### config.mk
export PLATFORM = sky130hd
export DESIGN_NAME = pulse_stretch
export DESIGN_NICKNAME = d
export VERILOG_FILES = /design/src/rtl/pulse_stretch.sv
export SDC_FILE = /design/constraint.sdc
export NUM_CORES = 1
export LEC_CHECK = 0
export CAP_MARGIN = 20
export CORE_AREA = 2 2 51 53
export CTS_CLUSTER_DIAMETER = 50
export DETAILED_ROUTE_END_ITERATION = 10
export DIE_AREA = 0 0 53 55
export PLACE_DENSITY = 0.72
export SETUP_SLACK_MARGIN = 0.1
export SLEW_MARGIN = 40
export SYNTH_ARGS = -nofsm -noshare
export SYNTH_HDL_FRONTEND = slang
export SYNTH_SLANG_ARGS = --single-unit
### constraint.sdc
create_clock -name clk -period 1.5 [get_ports clk]
set_clock_uncertainty 0.1 [all_clocks]
set_input_delay 0.15 -clock clk [delete_from_list [all_inputs] [get_ports clk]]
set_output_delay 0.15 -clock clk [all_outputs]
set_load 0.05 [all_outputs]
### src/rtl/pulse_stretch.sv
// Pulse stretcher: each accepted trigger drives dout high for a programmable
// number of cycles, with optional retrigger and a saturating dropped-trigger count.
module pulse_stretch #(
  parameter int CNT_W  = 8,
  parameter int RETRIG = 0
) (
  input  logic             clk,
  input  logic             rst_n,
  input  logic             pulse_in,
  input  logic [CNT_W-1:0] len_in,
  output logic             dout,
  output logic             busy,
  output logic             done,
  output logic [7:0]       drop_cnt
);

  // state     | meaning
  // S_IDLE    | output low, waiting for a trigger
  // S_STRETCH | output high, r_cnt holds the remaining high cycles
  typedef enum logic {S_IDLE, S_STRETCH} state_t;

  state_t           r_state;
  logic [CNT_W-1:0] r_cnt;
  logic             r_dout;
  logic             r_done;
  logic [7:0]       r_drop;
  logic [CNT_W-1:0] w_len_eff;
  logic             w_retrig;

  // A zero length still produces a single high cycle.
  assign w_len_eff = (len_in == '0) ? CNT_W'(1) : len_in;
  assign w_retrig  = (RETRIG != 0);

  always_ff @(posedge clk) begin
    if (!rst_n) begin
      r_state <= S_IDLE;
      r_cnt   <= '0;
      r_dout  <= 1'b0;
      r_done  <= 1'b0;
      r_drop  <= 8'd0;
    end else begin
      r_done <= 1'b0;
      case (r_state)
        S_IDLE: begin
          if (pulse_in) begin
            r_state <= S_STRETCH;
            r_cnt   <= w_len_eff;
            r_dout  <= 1'b1;
          end
        end
        S_STRETCH: begin
          if (pulse_in && w_retrig) begin
            r_cnt <= w_len_eff;
          end else begin
            if (pulse_in && (r_drop != 8'hFF))
              r_drop <= r_drop + 8'd1;
            // r_cnt == 1 means this edge closes the last high cycle.
            if (r_cnt == CNT_W'(1)) begin
              r_state <= S_IDLE;
              r_cnt   <= '0;
              r_dout  <= 1'b0;
              r_done  <= 1'b1;
            end else begin
              r_cnt <= r_cnt - CNT_W'(1);
            end
          end
        end
        default: begin
          r_state <= S_IDLE;
          r_cnt   <= '0;
          r_dout  <= 1'b0;
        end
      endcase
    end
  end

  assign dout     = r_dout;
  assign busy     = r_dout;
  assign done     = r_done;
  assign drop_cnt = r_drop;

endmodule

# Word level (Yosys, flattened, before mapping)
# Cells that the tools add are included.
word_totals:
  regBits: 19
  latchBits: 0
  mem_bits_rw: 0
  mem_bits_ro: 0
  mem_count: 0
classes:
  n_addsub: 2
  n_mul: 0
  n_div: 0
  order_cmp: 0
  eq_ne: 4
  shifts: 0
  n_mux: 11
  bitwise: 1
  reduce_logical: 5
op_table:
  columns: ["cell", "count"]
  rows:
  - ["8-bit two-way mux", 3]
  - ["8-bit one-hot mux with 2 select lines", 1]
  - ["8-bit by 1-bit adder with 8-bit output (second input constant)", 1]
  - ["8-bit by 1-bit == test with 1-bit output (second input constant)", 1]
  - ["8-bit logical NOT", 1]
  - ["8-bit inequality test (second input constant)", 1]
  - ["8-bit by 1-bit subtractor with 8-bit output (second input constant)", 1]
  - ["2-bit AND reduction", 3]
  - ["1-bit two-way mux", 5]
  - ["1-bit one-hot mux with 2 select lines", 2]
  - ["2-bit by 1-bit inequality test with 1-bit output (second input constant)", 1]
  - ["2-bit inequality test (second input constant)", 1]
  - ["1-bit logical AND", 1]
  - ["1-bit NOT", 1]

# Longest topological paths before layout
# Gate-level depths: netlist (run 1).
depth:
  ltp_word: 4
  ltp_mapped: 5
  depth_no_buf: 5

# Worst setup path before layout (run 1)
# No wires, ideal clock.
synth_path:
  kind: "reg-to-reg"
  startpoint: "reg r_drop[0], in the netlist drop_cnt[0]"
  endpoint: "reg r_drop[6], in the netlist drop_cnt[6]"
  setup_ns: 0.143
  arrival_ns: 1.688
  setup_slack_ns: -0.431
  stages_incl_launch_ff: 6
  path_buffers: 0
  synth_period_minus_slack_ns: 1.931
  cell_sequence: "dfxtp_1 -> ha_1 -> and3_1 -> nand2_1 -> o311ai_0 -> o41ai_1"
synth_via:
  elab_chain_len: 3
  word_cells_on_any_way: 4
synth_lines:
  columns: ["item", "line_no", "text"]
  rows:
  - ["start: declaration", "26", "logic [7:0] r_drop;"]
  - ["start signal: assignment", "56", "r_drop <= r_drop + 8'd1;"]
  - ["branches (longest 3 deep; another with 8-bit by 1-bit adder with 8-bit output)", null, null]
# Parallel ways; which one is timed is not known.
# A chain may end at the register's enable or synchronous reset.

# Worst setup path in the final report (run 1)
layout_path:
  startpoint: "reg r_drop[3], in the netlist drop_cnt[3]"
  endpoint: "reg r_drop[3], in the netlist drop_cnt[3]"
# The elaborated chain is that of the path after synthesis.

==> impl_metrics.env, run 1 <==
export IMPL_share_comb_of_total_power_pct=32.9
export IMPL_cts_tree="done"
export IMPL_drc_errors=0
export IMPL_drive_gt1_share_pct=35.6
export IMPL_clkPwrFrac_pct=21.8
export IMPL_fin_crit_sh_pct=101
export IMPL_grt_pass1_wl_mm=4.28
export IMPL_grt_max_degree=16
export IMPL_dp_cells=181
export IMPL_required_ps=1630
export IMPL_grt_total_usage_pct=20.7
export IMPL_insertion_delay_ps=300
export IMPL_cp_slowest_stage_delay_ps=390
export IMPL_synth_area_sq_um=1000
export IMPL_yosysSeqAreaShare_pct=38.0
export IMPL_root_buffer="clkbuf_4"
export IMPL_syn_inst=121
export IMPL_num_antenna_cells=0
export IMPL_rows=18
export IMPL_vias_per_cell=5.45
export IMPL_hpwl_mm=1.97
export IMPL_path_max_fanout=7
export IMPL_worst_pin_slew_ps=319
export IMPL_relSlewSlack_pct=78.7
export IMPL_synth_edf_count=0
export IMPL_startpoint_type="flip-flop"
export IMPL_intPower_uw=846
export IMPL_violations="negative setup slack"
export IMPL_avgSynthCellArea_sq_um=8.28
export IMPL_timing_final_ws_setup_ps=-11.8
export IMPL_path_cells="nand4_1, buf_4, nor2_4, a2111oi_2, o21bai_1"
export IMPL_async_reset_ff_share_pct=0
export IMPL_grt_pass1_vias=955
export IMPL_final_nets=178
export IMPL_end_kind="flip-flop"
export IMPL_p_switching_uw=408
export IMPL_synth_top_area_share_pct=38.0
export IMPL_yosysWarnings=0
export IMPL_ys_seq_elements=19
export IMPL_leakage_nw=0.653
export IMPL_die_height_um=55
export IMPL_preCtsSetupSlack_ps=-254
export IMPL_routedWlPerCell_um=14.7
export IMPL_utilization_pct=69.0
export IMPL_grt_overflow_total=0
export IMPL_synthTopCellsByArea="dfxtp_1 38%, mux2i_1 6.0%, nand2_1 4.9%"
export IMPL_n_fill_cell=177
export IMPL_core_sq_um=2360
export IMPL_cp_num_buf_inv=1
export IMPL_start_util_pct=42.4
export IMPL_yosysTopAreaCell="dfxtp_1"
export IMPL_cts_htree_levels=1
export IMPL_status="finished with violations"
export IMPL_cp_data_arrival_time_ps=1640
export IMPL_drt_iter0_drc=32
export IMPL_timing_fmax_mhz=661
export IMPL_dieArea_sq_um=2920
export IMPL_yosysUniqueCellTypes=36
export IMPL_drt_wl_total_mm=2.83
export IMPL_die_w_um=53
export IMPL_ir_drop_mv=0.566
export IMPL_cap_violations=0
export IMPL_synthFlopType="dfxtp_1"
export IMPL_ios=22
export IMPL_drtPass1Iterations=5
export IMPL_cts_made_buffers=3
export IMPL_swShare_pct=32.5
export IMPL_slew_viol_final=0
export IMPL_layout_commonest_cell="buf_4"
export IMPL_seqPwrFrac_pct=45.3
export IMPL_stdcell_count=193
export IMPL_crit_slowest_cell="dfxtp_4"
export IMPL_crit_family="compound AO/OA/AOI/OAI gates"
export IMPL_ant_nets=0
export IMPL_path_clk_slew_ps=110
export IMPL_setup_viol=1
export IMPL_syn_nets=135
export IMPL_finalWeightedCongestion=0.838
export IMPL_most_common_layout_cells="21 x buf_4, 13 x nand2_1, 11 x nor2_1, 10 x buf_12"
export IMPL_clock_sinks=19
export IMPL_hold_buffers=0
export IMPL_io_buffers=21
export IMPL_via_count=1051
export IMPL_period_needed_ps=1510
export IMPL_p_per_area_nw_per_um2=768
export IMPL_antenna_found_initial=0
export IMPL_crit_type="flip-flop to flip-flop"
export IMPL_clockBufferDepth=2
export IMPL_rsz0062_at_grt="yes"
export IMPL_area_growth_pct=62.9
export IMPL_finalHoldViolCount=0
export IMPL_worstHoldPathType="input pin to flip-flop"
registers in the layout (all words and copies together) (netlist names):
name	cells
r_state	1
r_cnt	8
drop_cnt	8
busy	1
done	1
power by group through the flow:
stage	registers, mW	clock network [mW]	logic, mW
floorplan	0.596	0	0.180
global placement	0.580	0	0.335
detailed placement	0.581	0	0.342
CTS	0.568	0.280	0.356
global route	0.573	0.299	0.448
finish	0.569	0.273	0.413
cell families (layout without fill, tap and decap cells):
kind of cell,count (synthesis),after routing,synth area share (%)
fa+ha+maj,3,3,3.75
simple gates,46,46,24.0
mux,6,6,5.99
compound gates,31,31,19.5
buf+inv,11,53,4.50
flops,19,19,38.0
xor+xnor,5,5,4.37
layout make-up:
class / instances / area (sq um) / share of cell area [%]
multi-input combinational: 91 / 658 / 40.3
timing repair buffer: 42 / 468 / 28.7
sequential: 19 / 417 / 25.5
tap: 30 / 37.5 / 2.30
clock buffer: 4 / 26.3 / 1.61
inverter: 7 / 26.3 / 1.61
through the flow:
step	total power, mW	setup TNS [ps]	cell area, sq um	hold WS [ps]
2_1_floorplan	0.776	0	1050	185
3_3_place_gp	0.915	-1040	1480	377
3_5_place_dp	0.923	-1110	1480	376
4_1_cts	1.20	0	1530	351
5_1_grt	1.32	-45.4	1630	407
6_report	1.25	-11.8	1630	369
Yosys cell counts, types with 2 or more instances:
cell type and number:
ha_1 3, mux2i_1 6, nand2_1 13, dfxtp_1 19, o22ai_1 3, nor2_1 12
o21ai_0 8, xor2_1 3, nand4_1 2, nor3_1 4, a31oi_1 2, inv_1 7
xnor2_1 2, clkbuf_1 3, o311ai_0 2, and3_1 3, a21oi_1 7, nand3_1 4
routing by layer:
metal / track usage (%) / wire (um) / vias to the layer above
li1: - / - / 525
met1: 22.0 / 1080 / 479
met2: 40.6 / 1550 / 43
met3: 2.42 / 161 / 4
met4: 9.40 / 38 / 0
met5: 0 / 0 / -
timing repair:
item                                    4_1_cts  5_1_grt
endpoints found under the setup margin       11       16
gates resized for setup                       4       16
pin swaps                                     1        6
buffers inserted                              3        5
worst min-delay path, cell delays in order:
cell and delay, ps:
dlygate4sd2_1 250, buf_4 190, nor2_1 100, nor2_1 50
path summary, 6_finish.rpt:
path / depth (start not counted) / start / slack, ps / endpoint
hold reg to reg: 1 / drop_cnt[6] / 400 / drop_cnt[6]
setup / recovery: 5 / drop_cnt[3] / -10 / drop_cnt[3]
hold / removal: 4 / pulse_in / 370 / r_state
setup reg to reg: 5 / drop_cnt[3] / -10 / drop_cnt[3]
No activity file was read; power rests on OpenSTA's default activity.
==> run 2: changes to the inputs <==
--- a/config.mk
+++ b/config.mk
@@ -11,6 +11,7 @@
 export DETAILED_ROUTE_END_ITERATION = 10
 export DIE_AREA = 0 0 53 55
 export PLACE_DENSITY = 0.72
+export REMOVE_ABC_BUFFERS = 1
 export SETUP_SLACK_MARGIN = 0.1
 export SLEW_MARGIN = 40
 export SYNTH_ARGS = -nofsm -noshare
==> run 2 against run 1 <==
Cell area up 3.8%. Critical endpoint is now r_cnt[7]. Total power fell by 0.18%. Largest power group unchanged. Sequential share of layout area fell by 2.3 points. Hold slack better by 76 ps. Register-to-register slack improved by 20 ps. Non-clock buffer count grew 9. First-iteration DRC count up 9.4%. Clock-buffer cell count did not move. The flow now finishes without violations. Die area did not move. Critical path depth is the same.
==> impl_metrics.env, run 2 (synthesized netlist as in run 1, its figures left out) <==
export IMPL_grt_total_usage_pct=21.7
export IMPL_relSlewSlack_pct=76.8
export IMPL_dp_cells=193
export IMPL_end_kind="flip-flop"
export IMPL_timing_fmax_mhz=672
export IMPL_status="completed"
export IMPL_required_ps=1580
export IMPL_cts_htree_levels=1
export IMPL_num_antenna_cells=0
export IMPL_r2r_start="r_cnt[0]"
export IMPL_worst_pin_slew_ps=346
export IMPL_routedWlPerCell_um=15.8
export IMPL_seq_area_sq_um=394
export IMPL_design_area_sq_um=1700
export IMPL_crit_end="r_cnt[7]"
export IMPL_setup_viol=0
export IMPL_path_clk_slew_ps=100
export IMPL_vias_per_cell=5.56
export IMPL_post_dp_cell_area_sq_um=1520
export IMPL_finalHoldViolCount=0
export IMPL_drt_iter0_drc=35
export IMPL_period_needed_ps=1490
export IMPL_grt_max_degree=14
export IMPL_worstReg2RegEnd="r_cnt[7]"
export IMPL_utilization_pct=71.7
export IMPL_grt_use_met1_pct=28.6
export IMPL_ir_drop_mv=0.865
export IMPL_cap_violations=0
export IMPL_core_sq_um=2360
export IMPL_reg2reg_slack_ps=10
export IMPL_path_max_fanout=6
export IMPL_drtPass1Iterations=4
export IMPL_p_per_area_nw_per_um2=739
export IMPL_drive_gt1_share_pct=38.4
export IMPL_hold_depth=2
export IMPL_busiest_layer="met2"
export IMPL_crit_type="flip-flop to flip-flop"
export IMPL_crit_path_start="r_cnt[0]"
export IMPL_ant_nets=0
export IMPL_layout_commonest_cell="buf_4"
export IMPL_finalWeightedCongestion=0.892
export IMPL_n_fill_cell=183
export IMPL_cts_made_buffers=3
export IMPL_start_util_pct=42.4
export IMPL_multi_input_area_sq_um=664
export IMPL_grt_overflow_total=0
export IMPL_final_nets=187
export IMPL_leakage_nw=0.698
export IMPL_via_count=1124
export IMPL_ios=22
export IMPL_rows=18
export IMPL_grt_pass1_wl_mm=4.44
export IMPL_antenna_found_initial=0
export IMPL_hold_buffers=0
export IMPL_dieArea_sq_um=2920
export IMPL_worstHoldPathType="flip-flop to flip-flop"
export IMPL_cp_data_arrival_time_ps=1560
export IMPL_clockBufferDepth=2
export IMPL_root_buffer="clkbuf_4"
export IMPL_insertion_delay_ps=300
export IMPL_use_met3_pct=5.91
export IMPL_die_w_um=53
export IMPL_grt_pass1_vias=973
export IMPL_cts_tree="done"
export IMPL_rsz0062_at_grt="yes"
export IMPL_clock_sinks=19
export IMPL_stdcell_count=202
export IMPL_fin_crit_sh_pct=99.2
export IMPL_hpwl_mm=2.16
export IMPL_die_height_um=55
export IMPL_drc_errors=0
export IMPL_grt_util_met2_pct=33.8
export IMPL_fin_hold_ws_ps=445
export IMPL_slew_viol_final=0
export IMPL_area_growth_pct=69.2
export IMPL_reg2reg_depth=5
export IMPL_drt_wl_total_mm=3.20
export IMPL_most_common_layout_cells="27 x buf_4, 12 x nand2_1, 12 x dfxtp_1, 11 x nor2_1, 10 x buf_12"
export IMPL_io_buffers=21
export IMPL_startpoint_type="flip-flop"
==> run 2: cell types whose count changed in the layout (fill, tap and decap cells not counted), sizes merged <==
| cell | delta |
|---|---|
| buf | +9 |
==> run 2: per-layer routing <==
metal	share of wire, %	wire (um)	up-vias
met5	0	0	-
met4	1.8	57	0
met3	5.2	167	6
met2	47	1510	38
met1	46	1460	535
li1	-	-	545
==> run 2: through the flow <==
stage	setup slack, ps	setup TNS, ps	total power, mW
6_report	11.8	0	1.25
5_1_grt	-102	-232	1.33
4_1_cts	96.3	0	1.22
3_5_place_dp	-293	-1310	0.937
3_3_place_gp	-275	-1070	0.923
2_1_floorplan	-431	-2080	0.766
==> run 2: worst min-delay path by stage <==
stage | to | from
after floorplan | drop_cnt[4] | rst_n
after global placement | r_cnt[5] | r_cnt[5]
after detailed placement | r_cnt[5] | r_cnt[5]
after CTS | r_cnt[3] | len_in[3]
after global routing | r_cnt[3] | len_in[3]
final | r_cnt[5] | r_cnt[5]
==> run 2: area by class of cell <==
class | instances | area share (%)
clock buffer | 4 | 1.55
multi-input combinational | 91 | 39.2
timing repair buffer | 51 | 32.3
tap | 30 | 2.21
sequential | 19 | 23.2
inverter | 7 | 1.55
==> run 2: critical path, stage by stage, from the launching register on <==
cell	delay, ps
dfxtp_1	380
buf_4	170
nor3_1	310
a21oi_2	100
a31oi_1	190
o22ai_1	120
==> run 2: power breakdown <==
| part | leakage (nW) | switching [mW] | internal [mW] |
|---|---|---|---|
| Sequential | 0.159 | 0.0446 | 0.540 |
| Clock | 0.0150 | 0.151 | 0.104 |
| Combinational | 0.524 | 0.206 | 0.207 |
==> run 2: what timing repair did <==
| action | CTS | global route |
|---|---|---|
| pin swaps | 5 | 7 |
| endpoints found under the setup margin | 13 | 16 |
| hold endpoints to repair | 0 | 0 |
| buffers inserted | 3 | 2 |
| resized for setup | 15 | 21 |
==> run 3: changes to the inputs <==
--- a/config.mk
+++ b/config.mk
@@ -5,7 +5,7 @@
 export SDC_FILE = /design/constraint.sdc
 export NUM_CORES = 1
 export LEC_CHECK = 0
-export CAP_MARGIN = 20
+export CAP_MARGIN = 10
 export CORE_AREA = 2 2 51 53
 export CTS_CLUSTER_DIAMETER = 50
 export DETAILED_ROUTE_END_ITERATION = 10
==> constraint.sdc (replaced) <==
create_clock -name clk -period 1.35 [get_ports clk]
set_clock_uncertainty 0.1 [all_clocks]
set_input_delay 0.135 -clock clk [delete_from_list [all_inputs] [get_ports clk]]
set_output_delay 0.135 -clock clk [all_outputs]
set_load 0.05 [all_outputs]
==> run 3 against run 2 <==
The flow now finishes with violations (negative setup slack). Flip-flop and latch count did not move. Wire length up 28%. Cell count increased by 6.4%. Highest routed layer unchanged.
==> impl_metrics.env, run 3 (synthesized netlist as in run 1, its figures left out) <==
export IMPL_status="finished with violations"
export IMPL_violations="negative setup slack"
export IMPL_die_height_um=55
export IMPL_core_sq_um=2360
export IMPL_area_growth_pct=94.1
export IMPL_die_w_um=53
export IMPL_multi_input_area_sq_um=779
export IMPL_cts_htree_levels=1
export IMPL_cap_violations=0
export IMPL_crit_type="flip-flop to flip-flop"
export IMPL_grt_total_usage_pct=24.7
export IMPL_hpwl_mm=2.27
export IMPL_dieArea_sq_um=2920
export IMPL_via_count=1207
export IMPL_leakage_nw=0.782
export IMPL_setup_viol=15
export IMPL_period_needed_ps=1520
export IMPL_most_common_layout_cells="34 x buf_4, 11 x nand2_1, 11 x buf_12"
export IMPL_insertion_delay_ps=300
export IMPL_grt_use_met1_pct=31.6
export IMPL_routedWlPerCell_um=19.1
export IMPL_path_max_fanout=2
export IMPL_drt_wl_total_mm=4.10
export IMPL_vias_per_cell=5.61
export IMPL_worstHoldPathType="flip-flop to flip-flop"
export IMPL_slew_viol_final=0
export IMPL_p_per_area_nw_per_um2=759
export IMPL_finalHoldViolCount=0
export IMPL_n_fill_cell=129
export IMPL_required_ps=1450
export IMPL_num_antenna_cells=0
export IMPL_busiest_layer="met2"
export IMPL_fin_crit_sh_pct=112
export IMPL_clock_sinks=19
export IMPL_grt_overflow_total=0
export IMPL_grt_pass1_vias=1165
export IMPL_antenna_found_initial=0
export IMPL_drtPass1Iterations=4
export IMPL_ir_drop_mv=0.832
export IMPL_ant_nets=0
export IMPL_final_nets=200
export IMPL_end_kind="flip-flop"
export IMPL_rsz0062_at_grt="yes"
export IMPL_start_util_pct=42.4
export IMPL_drt_iter0_drc=50
export IMPL_timing_final_ws_setup_ps=-167
export IMPL_grt_util_met2_pct=43.3
export IMPL_clockBufferDepth=2
export IMPL_power_mw=1.48
export IMPL_ios=22
export IMPL_layout_commonest_cell="buf_4"
export IMPL_cts_tree="done"
export IMPL_tns_ps=-1050
export IMPL_drive_gt1_share_pct=50.8
export IMPL_path_clk_slew_ps=110
export IMPL_cp_data_arrival_time_ps=1610
export IMPL_seq_area_sq_um=400
export IMPL_worst_pin_slew_ps=412
export IMPL_use_met3_pct=3.49
export IMPL_timing_fmax_mhz=659
export IMPL_startpoint_type="flip-flop"
export IMPL_hold_buffers=0
export IMPL_grt_max_degree=14
export IMPL_root_buffer="clkbuf_4"
export IMPL_relSlewSlack_pct=72.3
export IMPL_drc_errors=0
export IMPL_io_buffers=21
export IMPL_rows=18
export IMPL_finalWeightedCongestion=0.910
export IMPL_cts_made_buffers=3
export IMPL_grt_pass1_wl_mm=5.19
export IMPL_reg2reg_slack_ps=-170
## run 3: final timing paths
path	depth (start not counted)	startpoint	endpoint
hold / removal	2	r_cnt[5]	r_cnt[5]
setup reg to reg	4	r_state	drop_cnt[7]
setup / recovery	4	r_state	drop_cnt[7]
hold reg to reg	2	r_cnt[5]	r_cnt[5]
## run 3: worst max-delay path, stage by stage (launching register included)
cell	delay, ps
dfxtp_2	350
and2_4	160
nand4_4	100
or4_1	520
and3_1	190
## run 3: layer usage
metal	wire length, um	up-vias
met3	147	9
met1	1660	586
met4	76	0
met2	2220	42
met5	0	-
li1	-	570
## run 3: layout make-up
cell class | count | share of cell area, %
clock buffer | 4 | 1.35
inverter | 7 | 1.35
multi-input combinational | 91 | 40.1
sequential | 19 | 20.6
tap | 30 | 1.93
timing repair buffer | 64 | 34.7
## run 3: what timing repair did
action,in CTS,in global routing
buffers inserted,2,7
pin swaps,12,13
gates resized for setup,33,33
setup endpoints to repair,19,24
## run 3: power breakdown
group / leakage, nW / internal [mW] / total [mW] / switching, mW
sequential: 0.161 / 0.597 / 0.639 / 0.0415
combinational: 0.606 / 0.260 / 0.536 / 0.276
clock: 0.0150 / 0.115 / 0.302 / 0.187
## run 3: metrics by stage
stage / util (%) / instances / worst slack [ps] / instance area (sq um) / hold WS (ps)
5_1_grt: 82.3 / 215 / -170 / 1950 / 445
2_1_floorplan: - / 117 / -581 / 983 / 157
3_5_place_dp: 67.5 / 202 / -448 / 1600 / 424
6_report: 82.3 / 215 / -167 / 1950 / 429
3_3_place_gp: 67.5 / 202 / -413 / 1600 / 415
4_1_cts: 74.5 / 208 / -45.3 / 1760 / 426
